--- src/rtl/sort_result_streamer.sv ---
// sort_result_streamer: snapshots the sorter result array on load and
// streams it out in index order, flagging the first ordering violation.
module sort_result_streamer #(
  parameter int N  = 10,
  parameter int W  = 32,
  parameter int IW = 4
) (
  input  logic          clk,
  input  logic          rst,
  input  logic          load,
  input  logic [W-1:0]  in_data [0:N-1],
  output logic          busy,
  output logic          out_valid,
  input  logic          out_ready,
  output logic [W-1:0]  out_data,
  output logic [IW-1:0] out_index,
  output logic          out_last,
  output logic          done,
  output logic          order_err,
  output logic [IW-1:0] err_index
);

  typedef enum logic {
    IDLE,
    STREAM
  } state_t;

  state_t        state;
  state_t        state_nx;

  logic [W-1:0]  mem [N];
  logic [IW-1:0] idx;
  logic [W-1:0]  prev;

  logic          take;
  logic          xfer;
  logic          at_last;
  logic          pre_last;
  logic          viol;
  logic [W-1:0]  cur;
  logic [W-1:0]  nxt;

  assign at_last  = (idx == IW'(N - 1));
  assign pre_last = (idx == IW'(N - 2));
  assign viol     = (idx != '0) && (cur < prev);

  // busy/valid come straight from the state flop, so they stay registered
  assign busy      = (state == STREAM);
  assign out_valid = (state == STREAM);
  assign out_index = idx;

  // select the element under the pointer and the one after it
  always_comb begin
    cur = '0;
    nxt = '0;
    for (int i = 0; i < N; i++) begin
      if (idx == IW'(i)) cur = mem[i];
    end
    for (int i = 1; i < N; i++) begin
      if (idx == IW'(i - 1)) nxt = mem[i];
    end
  end

  // next-state decode: accept load only when idle, leave after last transfer
  always_comb begin
    state_nx = state;
    take     = 1'b0;
    xfer     = 1'b0;
    unique case (state)
      IDLE: begin
        if (load) begin
          take     = 1'b1;
          state_nx = STREAM;
        end
      end
      STREAM: begin
        xfer = out_ready;
        if (out_ready && at_last) state_nx = IDLE;
      end
      default: state_nx = IDLE;
    endcase
  end

  // state register
  always_ff @(posedge clk) begin
    if (rst) state <= IDLE;
    else     state <= state_nx;
  end

  // snapshot buffer, written only on an accepted load
  always_ff @(posedge clk) begin
    if (take) begin
      for (int i = 0; i < N; i++) mem[i] <= in_data[i];
    end
  end

  // pointer, output registers and order checker
  always_ff @(posedge clk) begin
    if (rst) begin
      idx       <= '0;
      prev      <= '0;
      out_data  <= '0;
      out_last  <= 1'b0;
      done      <= 1'b0;
      order_err <= 1'b0;
      err_index <= '0;
    end else begin
      done <= 1'b0;
      if (take) begin
        idx       <= '0;
        out_data  <= in_data[0];
        out_last  <= 1'b0;
        order_err <= 1'b0;
        err_index <= '0;
      end else if (xfer) begin
        prev <= cur;
        if (viol) begin
          order_err <= 1'b1;
          if (!order_err) err_index <= idx;
        end
        if (at_last) begin
          done <= 1'b1;
        end else begin
          idx      <= idx + IW'(1);
          out_data <= nxt;
          out_last <= pre_last;
        end
      end
    end
  end

endmodule

--- config.mk ---
export PLATFORM = sky130hd
export DESIGN_NAME = sort_result_streamer
export DESIGN_NICKNAME = d
export VERILOG_FILES = /design/src/rtl/sort_result_streamer.sv
export SDC_FILE = /design/constraint.sdc
export NUM_CORES = 1
export LEC_CHECK = 0
export ABC_CLOCK_PERIOD_IN_PS = 16000
export BUFFER_PORTS_ARGS = -buffer_cell sky130_fd_sc_hd__buf_2
export CORE_UTILIZATION = 42
export CTS_CLUSTER_SIZE = 30
export DETAILED_ROUTE_END_ITERATION = 7
export HOLD_SLACK_MARGIN = 0.12
export PLACE_DENSITY = 0.71
export SYNTH_ARGS = -nofsm -noshare
export SYNTH_HDL_FRONTEND = slang
export SYNTH_SLANG_ARGS = --single-unit
--- constraint.sdc ---
create_clock -name clk -period 16 [get_ports clk]
set_input_delay 2.4 -clock clk [delete_from_list [all_inputs] [get_ports clk]]
set_output_delay 2.4 -clock clk [all_outputs]
set_load 0.01 [all_outputs]
==> results.md <==
- Status: finished, violations left
- Failing checks: design-rule violations
- Power share of the clock group: between 40% and 50%
- IO Port Bufs: between 300 and 400
- Worst setup EP type: flip-flop
- EDFF count, synth: 320
- Final WL: 61810 µm
- Aggregate global routing overflow: 0
- Seq/Total Area, Yosys: 60.27%
- Cts repair resizes: 0
- P_leak: 8.019 nW
- CP Launch Point: out_index[0]$_SDFFE_PP0P_
- RSZ-0062 raised after global routing: no
- Clock tree sinks: approximately 400
- Crit Path Category: reg -> reg
- First-pass GRT wire length: approximately 90000 µm
- # setup viols final: 0
- Switching power: 0.0006021 W
- Final Instance Count excl. Fillers: 2435
- Mapped Nets: 1872
- R2R setup slack: 10.55 ns
- Yosys top cell area share: 52.03%
- Synth top area cells: edfxtp_1 52%, dfxtp_1 8.2%, nand2_1 3.1%
- WL/cell: approximately 25 µm
- Worst Min Path Start: prev[20]$_SDFFE_PP0P_
- Gpl congestion: 0.9193
- Vias in the first global route: 14753
- Relative slew slack: 25.87%
- CTS root buf: clkbuf_16
- Reg2Reg Depth: 14
- Setup tns final: 0 ns
- GR Util All Layers: 27.17%
- CTS max path bufs: 3
- Cells after Synth: around 1500
- Final Hold Vio Count: 0
- Pwr Density: ~110 nW/µm²
- Vias: between 10000 and 15000
- Synthesized flop and latch total: 396
- Peak VDD IR: 95.04 µV
- Adder-Cell Fraction of Synth Area: 2.371%
- Worst-Margin Slew: 1.108 ns
- Final setup skew: 0.01597 ns
- DRC Markers: 1
- Initial antenna violation count: 3
- Routed Antenna Nets: 0
- Largest net degree at the start of global routing: 177
- Iteration-0 DRC Markers: 1915
- Max Freq: 183.5 MHz
- CTS tree: yes
- Critical path fanouts, max: 81
- Site Rows: between 70 and 80
- Share of post-route cells with drive strength above 1: 29.18%
- Nets@finish: ~2200
- H-tree levels: 2
- Main flop type after synthesis: edfxtp_1
- Vias per cell: just over 6
- Post-CTS setup repair buffer count: 0
- Final worst-path cycle share: 34.06%
- I/O pin count: 369
- Die Y: roughly 210 µm
- Slew Limit Fails: 0
- Core area: 43270 µm²
- Hold-fix buffers, CTS: 0
- Max Cap Viol: 0
- Startpoint types: flip-flop
- Area Overhead vs Synth: 20.47%
- WHS Path Cells: 2
- Die area: about 45000 µm²
- Post-synthesis compound-gate area fraction: 25.13%
- Avg Inst Size Synth: 12.21 µm²
- Comb pwr share: roughly a tenth
- First-pass DRT Iterations: 8
- Dpl hpwl: 40510 µm
- Worst endpoint required time: 16.49 ns
- Area leader, netlist: edfxtp_1
- Sequential power share: 47.9%
- Hold Crit Class: reg -> reg
- Synth async-reset ratio: 0%
- Sw Share: 23.70%
- Clk pin slew, worst setup/hold paths: about 0.06 ns
- Post-Synth Simple-Gate Area: between 7 and 8%
- Yosys warnings: 0
- Tmin final: 5.450 ns
- Synth Area in XOR/XNOR: 0.1423%
- CTS Buf Count: 43
- Yosys cell types: slightly above 60
- Mux cell area share after synthesis: 0.2168%
- Worst-Skew Late Latency: 0.58 ns
- Worst R2R Start: out_index[0]$_SDFFE_PP0P_
- Netlist Area Pre-Place: 18470 µm²
- CP arrival: 5.94 ns
- Initial Utilization: 42.69%
- Placed insts: ~2400
- DIE WIDTH: roughly 210 µm
- Largest family of logic cells by synthesized area: compound AO/OA/AOI/OAI gates
- Cell Int Power: between 0.0015 and 0.002 W
synth_stat cells, drive strengths merged, types with 2 or more instances:
master,n
nand2,155
a21oi,110
a21o,62
or3,2
o21a,2
nor2,24
inv,47
xnor2,3
and2,2
a22oi,64
nor2b,40
and2b,2
o22a,6
dfxtp,76
a22o,28
a31oi,59
and3b,4
clkbuf,73
buf,60
a211oi,3
edfxtp,320
o211ai,28
o311ai,5
a221oi,42
mux2i,4
o22ai,54
nand4,7
o21ai,46
o221ai,34
nand3,7
a222oi,32
nand3b,29
nor3,8
ha,35
and3,2
nor3b,2
o31a,27
final cells by class:
class / instances / area, µm²
inverter: 47 / 176.4
clock buffer: 51 / 1159
clock inverter: 28 / 351.6
timing repair buffer: 388 / 2017
fill: 3655 / 21020
multi-input combinational: 937 / 6675
sequential: 396 / 11130
tap: 585 / 732.0
antenna: 3 / 7.507
flip-flops by register name (all words and copies together), names as in the netlist:
register,flops
busy,1
done,1
err_index,4
mem,320
order_err,1
out_data,32
out_index,4
out_last,1
prev,32
final timing paths:
path                                     to
setup / recovery  err_index[0]$_SDFFE_PP0P_
hold / removal        prev[20]$_SDFFE_PP0P_
hold reg to reg       prev[20]$_SDFFE_PP0P_
setup reg to reg  err_index[0]$_SDFFE_PP0P_
placed cells by master (no fill, tap or decap), types with 5 or more instances in the layout:
cell and instances:
clkbuf_16 45, o221ai_2 19, a31oi_2 19, edfxtp_1 320, o21ai_1 5, a31oi_1 40, a21oi_1 90, o21ai_0 39
a21o_1 62, a222oi_1 32, o211ai_1 28, a221oi_1 40, ha_1 31, dfxtp_1 76, o221ai_1 15, nand3_1 6
nor3_1 8, o31a_1 27, a22oi_1 64, nor2b_1 38, inv_1 47, buf_2 368, nand4_1 7, clkbuf_1 5
clkinv_1 9, nor2_1 21, a21oi_2 20, o22a_1 6, buf_4 18, a22o_1 28, bufinv_16 8, nand3b_1 29
nand2_1 150, o22ai_1 54
metrics by stage:
stage               utilization, %  hold WS (ns)  cell area [µm²]  power (W)  setup WS, ns
finish                       51.42        0.4653            22250   0.002540         10.55
detailed placement           47.92        0.4527            20730   0.001487         10.65
global route                 51.42        0.4769            22250   0.002617         10.24
global placement             47.92        0.4441            20730   0.001481         10.91
CTS                          51.41        0.4618            22240   0.002553         10.61
floorplan                        -        0.4363            18470   0.001390         2.335
cells by family after synthesis:
logic type,count (synthesis)
buf+inv,180
flops,396
simple gates,287
xor+xnor,3
compound gates,608
fa+ha+maj,35
mux,4
power by group through the flow:
stage                     combinational, W  clock [W]  sequential (W)
after floorplan                   0.000146          0         0.00124
after global placement            0.000244          0         0.00124
after detailed placement          0.000250          0         0.00124
after CTS                         0.000252    0.00108         0.00122
after global routing              0.000275    0.00112         0.00122
final                             0.000253    0.00107         0.00122
critical path, cell delays in order, from the launching register on:
cell	delay (ns)
dfxtp_1	0.42
inv_1	0.21
ha_4	0.76
and2b_1	0.43
and2_2	0.60
buf_4	0.51
a22oi_1	0.18
a31oi_2	0.25
ha_1	0.30
a21oi_1	0.15
o211ai_1	0.12
a221oi_2	0.40
nand4_1	0.25
a221oi_4	0.47
mux2i_1	0.25
metal layers:
layer | track usage [%] | up-vias | routed length, µm
li1 | - | 6600 | -
met1 | 36.46 | 7198 | 24780
met2 | 41.92 | 993 | 28190
met3 | 5.593 | 175 | 6185
met4 | 13.24 | 0 | 2647
met5 | 0 | - | 0
(Power assumes the default switching activity.)
